==> config.mk <==
export PLATFORM = sky130hd
export DESIGN_NAME = mem_port_arbiter
export DESIGN_NICKNAME = d
export VERILOG_FILES = /design/src/rtl/arb_pkg.sv /design/src/rtl/arb_starve_counter.sv /design/src/rtl/mem_port_arbiter.sv
export SDC_FILE = /design/constraint.sdc
export NUM_CORES = 1
export LEC_CHECK = 0
export ABC_CLOCK_PERIOD_IN_PS = 1440
export BUFFER_PORTS_ARGS = -buffer_cell sky130_fd_sc_hd__buf_4
export CAP_MARGIN = 25
export CORE_ASPECT_RATIO = 1.5
export CORE_MARGIN = 2
export CORE_UTILIZATION = 37
export CTS_CLUSTER_SIZE = 20
export DETAILED_ROUTE_END_ITERATION = 6
export GPL_TIMING_DRIVEN = 0
export PLACE_DENSITY_LB_ADDON = 0.1
export REMOVE_ABC_BUFFERS = 1
export SYNTH_ARGS = -nofsm -noshare
export SYNTH_HDL_FRONTEND = slang
export SYNTH_SLANG_ARGS = --single-unit
export TNS_END_PERCENT = 20
==> constraint.sdc <==
create_clock -name Clock -period 1.44 [get_ports Clock]
set_clock_uncertainty 0.05 [all_clocks]
set_input_delay 0.144 -clock Clock [delete_from_list [all_inputs] [get_ports Clock]]
set_output_delay 0.144 -clock Clock [all_outputs]
set_load 0.1 [all_outputs]
==> src/rtl/arb_pkg.sv <==
// Shared types for the instruction/data memory port arbiter.
//
// ArbState  : arbiter FSM state (idle, serving fetch, serving data)
// ArbGrant  : which requester was granted last (used by the alternating build)
// mem_req_t : requester fields muxed onto the single memory port
//
// mem_req_t carries ARB_WORD_W-bit address/data fields; keep ARB_WORD_W equal
// to the WORD_SIZE the arbiter is built with.
package arb_pkg;

    localparam int ARB_WORD_W = 16;

    typedef enum logic [1:0] {
        IDLE,
        SERVE_I,
        SERVE_D
    } ArbState;

    typedef enum logic {
        GRANT_INSTR,
        GRANT_DATA
    } ArbGrant;

    typedef struct packed {
        logic [ARB_WORD_W-1:0] addr;
        logic [ARB_WORD_W-1:0] wdata;
        logic                  read;
        logic                  write;
    } mem_req_t;

endpackage

==> src/rtl/arb_starve_counter.sv <==
// Saturating counter of cycles a pending fetch has lost arbitration.
//
// Ports:
//   Clock, Reset : clock and asynchronous active-high reset
//   clear        : return the count to zero (has priority over inc)
//   inc          : add one, saturating at LIMIT
//   at_limit     : count equals LIMIT
module arb_starve_counter #(
    parameter int LIMIT    = 4,
    parameter int CNT_BITS = 3
) (
    input  logic Clock,
    input  logic Reset,
    input  logic clear,
    input  logic inc,
    output logic at_limit
);

    localparam logic [CNT_BITS-1:0] LIMIT_C = CNT_BITS'(LIMIT);

    logic [CNT_BITS-1:0] cnt_q, cnt_d;

    always_comb begin
        cnt_d = cnt_q;
        if (clear) begin
            cnt_d = '0;
        end else if (inc && (cnt_q != LIMIT_C)) begin
            cnt_d = cnt_q + 1'b1;
        end
    end

    always_ff @(posedge Clock or posedge Reset) begin
        if (Reset) begin
            cnt_q <= '0;
        end else begin
            cnt_q <= cnt_d;
        end
    end

    assign at_limit = (cnt_q == LIMIT_C);

endmodule

==> src/rtl/mem_port_arbiter.sv <==
// Shares one single-ported memory between the instruction-fetch port and the
// data port. One transaction at a time; each requester gets a waitrequest so
// the pipeline stalls on contention. Default priority is data first, with a
// starvation counter that forces a fetch grant after STARVE_LIMIT lost cycles.
//
// Build option: define ARB_ROUND_ROBIN_EN to replace fixed data priority with
// alternation on a last-grant register (no starvation counter then).
//
// Ports:
//   Clock, Reset                  : clock, asynchronous active-high reset
//   InstrReq/InstrAddr            : fetch read request and address
//   InstrRData/InstrWaitreq       : fetch read data and stall
//   DataRead/DataWrite/DataAddr   : data request strobes and address
//   DataWData                     : store data
//   DataRData/DataWaitreq         : load data and stall
//   MemAddr/MemWData              : memory address and write data
//   MemRead/MemWrite              : memory strobes
//   MemRData/MemWaitreq           : memory read data and not-ready
module mem_port_arbiter
    import arb_pkg::*;
#(
    parameter int WORD_SIZE    = 16,
    parameter int STARVE_LIMIT = 4,
    parameter int CNT_BITS     = 3
) (
    input  logic                 Clock,
    input  logic                 Reset,
    input  logic                 InstrReq,
    input  logic [WORD_SIZE-1:0] InstrAddr,
    output logic [WORD_SIZE-1:0] InstrRData,
    output logic                 InstrWaitreq,
    input  logic                 DataRead,
    input  logic                 DataWrite,
    input  logic [WORD_SIZE-1:0] DataAddr,
    input  logic [WORD_SIZE-1:0] DataWData,
    output logic [WORD_SIZE-1:0] DataRData,
    output logic                 DataWaitreq,
    output logic [WORD_SIZE-1:0] MemAddr,
    output logic [WORD_SIZE-1:0] MemWData,
    output logic                 MemRead,
    output logic                 MemWrite,
    input  logic [WORD_SIZE-1:0] MemRData,
    input  logic                 MemWaitreq
);

    ArbState  state_q, state_d;
    ArbState  arb_pick;
    mem_req_t req;

    logic data_req;
    logic instr_done;
    logic data_done;
    logic data_load_done;

    logic [WORD_SIZE-1:0] instr_rdata_q, instr_rdata_d;
    logic [WORD_SIZE-1:0] data_rdata_q, data_rdata_d;

    assign data_req       = DataRead | DataWrite;
    assign instr_done     = (state_q == SERVE_I) & ~MemWaitreq;
    assign data_done      = (state_q == SERVE_D) & ~MemWaitreq;
    // A combined read+write is a write, so it never returns load data.
    assign data_load_done = data_done & DataRead & ~DataWrite;

`ifdef ARB_ROUND_ROBIN_EN
    ArbGrant last_grant_q, last_grant_d;

    always_comb begin
        last_grant_d = last_grant_q;
        if (instr_done) begin
            last_grant_d = GRANT_INSTR;
        end else if (data_done) begin
            last_grant_d = GRANT_DATA;
        end
    end

    always_ff @(posedge Clock or posedge Reset) begin
        if (Reset) begin
            last_grant_q <= GRANT_DATA;
        end else begin
            last_grant_q <= last_grant_d;
        end
    end

    // Uses last_grant_d so a grant completing this cycle already counts.
    always_comb begin
        arb_pick = IDLE;
        if (InstrReq && data_req) begin
            arb_pick = (last_grant_d == GRANT_DATA) ? SERVE_I : SERVE_D;
        end else if (data_req) begin
            arb_pick = SERVE_D;
        end else if (InstrReq) begin
            arb_pick = SERVE_I;
        end
    end
`else
    logic starve_at_limit;
    logic starve_force;

    arb_starve_counter #(
        .LIMIT   (STARVE_LIMIT),
        .CNT_BITS(CNT_BITS)
    ) u_starve (
        .Clock   (Clock),
        .Reset   (Reset),
        .clear   (~InstrReq | instr_done),
        .inc     (InstrReq & (state_q != SERVE_I)),
        .at_limit(starve_at_limit)
    );

    // While fetch is being served it is not losing; the count only clears on
    // the following edge, so ignore a stale limit during SERVE_I.
    assign starve_force = starve_at_limit & InstrReq & (state_q != SERVE_I);

    always_comb begin
        arb_pick = IDLE;
        if (starve_force) begin
            arb_pick = SERVE_I;
        end else if (data_req) begin
            arb_pick = SERVE_D;
        end else if (InstrReq) begin
            arb_pick = SERVE_I;
        end
    end
`endif

    always_ff @(posedge Clock or posedge Reset) begin
        if (Reset) begin
            state_q <= IDLE;
        end else begin
            state_q <= state_d;
        end
    end

    // Re-arbitrate from IDLE or on a completion cycle, so grants chain with no bubble.
    always_comb begin
        state_d = state_q;
        if ((state_q == IDLE) || instr_done || data_done) begin
            state_d = arb_pick;
        end
    end

    always_comb begin
        req = '0;
        case (state_q)
            SERVE_I: begin
                req.addr = ARB_WORD_W'(InstrAddr);
                req.read = 1'b1;
            end
            SERVE_D: begin
                req.addr  = ARB_WORD_W'(DataAddr);
                req.wdata = ARB_WORD_W'(DataWData);
                req.write = DataWrite;
                req.read  = DataRead & ~DataWrite;
            end
            default: ;
        endcase
    end

    assign MemAddr  = WORD_SIZE'(req.addr);
    assign MemWData = WORD_SIZE'(req.wdata);
    assign MemRead  = req.read;
    assign MemWrite = req.write;

    assign InstrWaitreq = InstrReq & ~instr_done;
    assign DataWaitreq  = data_req & ~data_done;

    // Read data passes straight through on completion; otherwise the last
    // value returned to that requester is held.
    always_comb begin
        instr_rdata_d = instr_done     ? MemRData : instr_rdata_q;
        data_rdata_d  = data_load_done ? MemRData : data_rdata_q;
    end

    always_ff @(posedge Clock or posedge Reset) begin
        if (Reset) begin
            instr_rdata_q <= '0;
            data_rdata_q  <= '0;
        end else begin
            instr_rdata_q <= instr_rdata_d;
            data_rdata_q  <= data_rdata_d;
        end
    end

    assign InstrRData = instr_rdata_d;
    assign DataRData  = data_rdata_d;

endmodule

==> metrics.cfg <==
[routing]
routed_wl_um=6684
wire_per_inst_um=17.23
routed-via-count=1913
via_per_inst=4.930
route.detailed.drc=0
first_pass_iters=4
drtIter0Drc=114
ant_nets=0

[placement]
hpwl_um=3799
gp_congestion=0.6951
io_buffers=137
dpl.cell_count=362

[floorplanning]
die_area_um2=6016
die_y_um=94.01
rows=32
die_w_um=64
start_util=0.3869
core_um2=5165
io_pins=138

[critical_path]
path_max_fanout=6
critPathLaunchType=flip-flop
worst-r2r-cell-count=7
crit-reg2reg-capture=state_q[1]
regToRegSetupSlack_ns=-0.34
critPathCaptureType=primary output
rr_startpoint=state_q[0]
crit_required_ns=1.25
cp_data_arrival_time_ns=1.84
worst-setup-path-type=reg2out

[logic_synthesis]
synthFlopType=dfrtp_1
avgSynthCellArea_um2=11.89
synthDistinctLibCells=28
synth_async_sr_flop_share=1.000
ys_seq_area_frac=0.4634
ys_warn_count=0
synth.most_common_cell=dfrtp_1
synth_edf_count=0
synthTopCellsByArea=dfrtp_1, mux2_2, mux2_4
yosysTopAreaCellShare=0.4634
syn_inst=168
synth_common_cells=dfrtp_1, mux2_2, and2_1
synth_area_leader_cell=dfrtp_1
netlist_area_um2=1998
ys_ff_latch=37

[final_layout]
final_layout_size_suffix_gt1_frac=0.7031
fin_cells=388
syn2layout_area_growth_pct=102.3
finalNetCount=396
final_util=0.7827
antennaDiodeCount=0

[timing]
setup_slack_ns=-0.5902
min_period_ns=2.030
whs_ns=0.08249
hold_viol=0
post-route-period-util=1.410
worstMarginPinSlew_ns=0.7968
max_freq_ghz=0.4926
final.setup.tns_ns=-32.35
rsz0062_at_grt=true
drv_slew=0
setup_viol=96
max-slew-margin-rel=0.4681

[status]
status=complete, but fails checks
violations=setup timing

[global_route]
grt_pass1_vias=1996
grt_max_degree=38
antenna_found_initial=0
grt_use_total=0.2237
gr-total-overflow=0
grt_pass1_wl_um=10510

[hold_path]
holdCritPathClass=in2reg
hp-start=MemRData[13]
worstHoldPathCells=2
worstHoldEndpoint=data_rdata_q[13]

[clocking]
clock_sinks=37
cts_made_buffers=5
cts_root_buffer=clkbuf_8
cts_buffer_depth=2
clk_pin_slew_ns=0.07
cts_tree=done
h-tree-depth=2
clock_latency_ns=0.29

[run]
maxCapViolations=0

[metrics by stage]
stage	setup WS (ns)	cell area, µm²
floorplan	-1.231	1922
global placement	-1.435	3035
global route	-0.6372	4043
detailed placement	-1.414	3035
finish	-0.5902	4043
CTS	-0.5631	3895
[cells by family (layout without fill, tap and decap cells)]
group                      after synthesis  count (layout)  share of synthesized area
buffers and inverters                   18             168                    0.05134
AOI/OAI and AO/OA                       25              25                    0.08767
adders and majority gates                6               6                    0.03757
xor gates and xnor gates                 1               1                   0.004384
muxes                                   34              34                     0.2098
DFF                                     37              37                     0.4634
and+or+nand+nor                         47              49                     0.1459
[final cells by class]
type                       count  area [µm²]
timing repair buffer         154        1769
multi-input combinational    115        1149
fill                         317        1122
sequential                    37       927.1
clock buffer                   7       86.33
tap                           68       85.08
inverter                       7       26.28
[flip-flops by register name, summed over array words and instances, names as in the netlist]
| name | count |
|---|---|
| data_rdata_q | 16 |
| instr_rdata_q | 16 |
| state_q | 2 |
| u_starve.cnt_q | 3 |
[cell usage in the layout, fill, tap and decap left out, types with 2 or more instances in the layout]
cell type	instances
buf_4	77
buf_6	38
dfrtp_1	36
buf_12	34
nor2b_1	17
mux2_2	17
a22oi_1	16
and2_4	16
mux2_4	16
clkbuf_8	6
inv_2	4
ha_4	4
inv_1	3
nand2b_4	3
and2_1	3
nor2_1	3
nand2_1	3
buf_8	3
a21oi_1	2
o21ai_0	2
ha_1	2
[worst max-delay path by stage]
| stage | startpoint | endpoint | slack [ns] |
|---|---|---|---|
| after detailed placement | state_q[1] | InstrRData[3] | -1.41 |
| after floorplan | state_q[1] | MemAddr[14] | -1.23 |
| final | state_q[0] | DataRData[14] | -0.59 |
| after CTS | state_q[0] | DataRData[5] | -0.56 |
| after global placement | state_q[1] | InstrRData[4] | -1.43 |
| after global routing | state_q[0] | DataRData[10] | -0.64 |
[critical path, cell delays in order (launching register included)]
cell     delay (ns)
dfrtp_1        0.40
inv_2          0.09
ha_4           0.13
and4_4         0.28
buf_12         0.15
mux2_4         0.32
buf_12         0.17
[metal layers]
layer | part of all wire | GRT usage | vias to the layer above | routed length, µm
met5 | 0 | 0 | - | 0
met4 | 0.013 | 0.06341 | 0 | 85
met3 | 0.096 | 0.06715 | 8 | 644
met2 | 0.51 | 0.3889 | 115 | 3408
met1 | 0.38 | 0.2638 | 904 | 2546
li1 | - | - | 886 | -
[repair_timing]
action / 4_1_cts / 5_1_grt
setup endpoints to repair: 105 / 105
pin swaps: 3 / 3
hold endpoints to repair: 31 / 0
resized for setup: 157 / 27
hold buffers: 1 / 0
buffers inserted: 11 / 4
cloned: 3 / 0
Power is not shown: default switching activity piles up to over one toggle a cycle in this logic, so the estimate is an artifact.
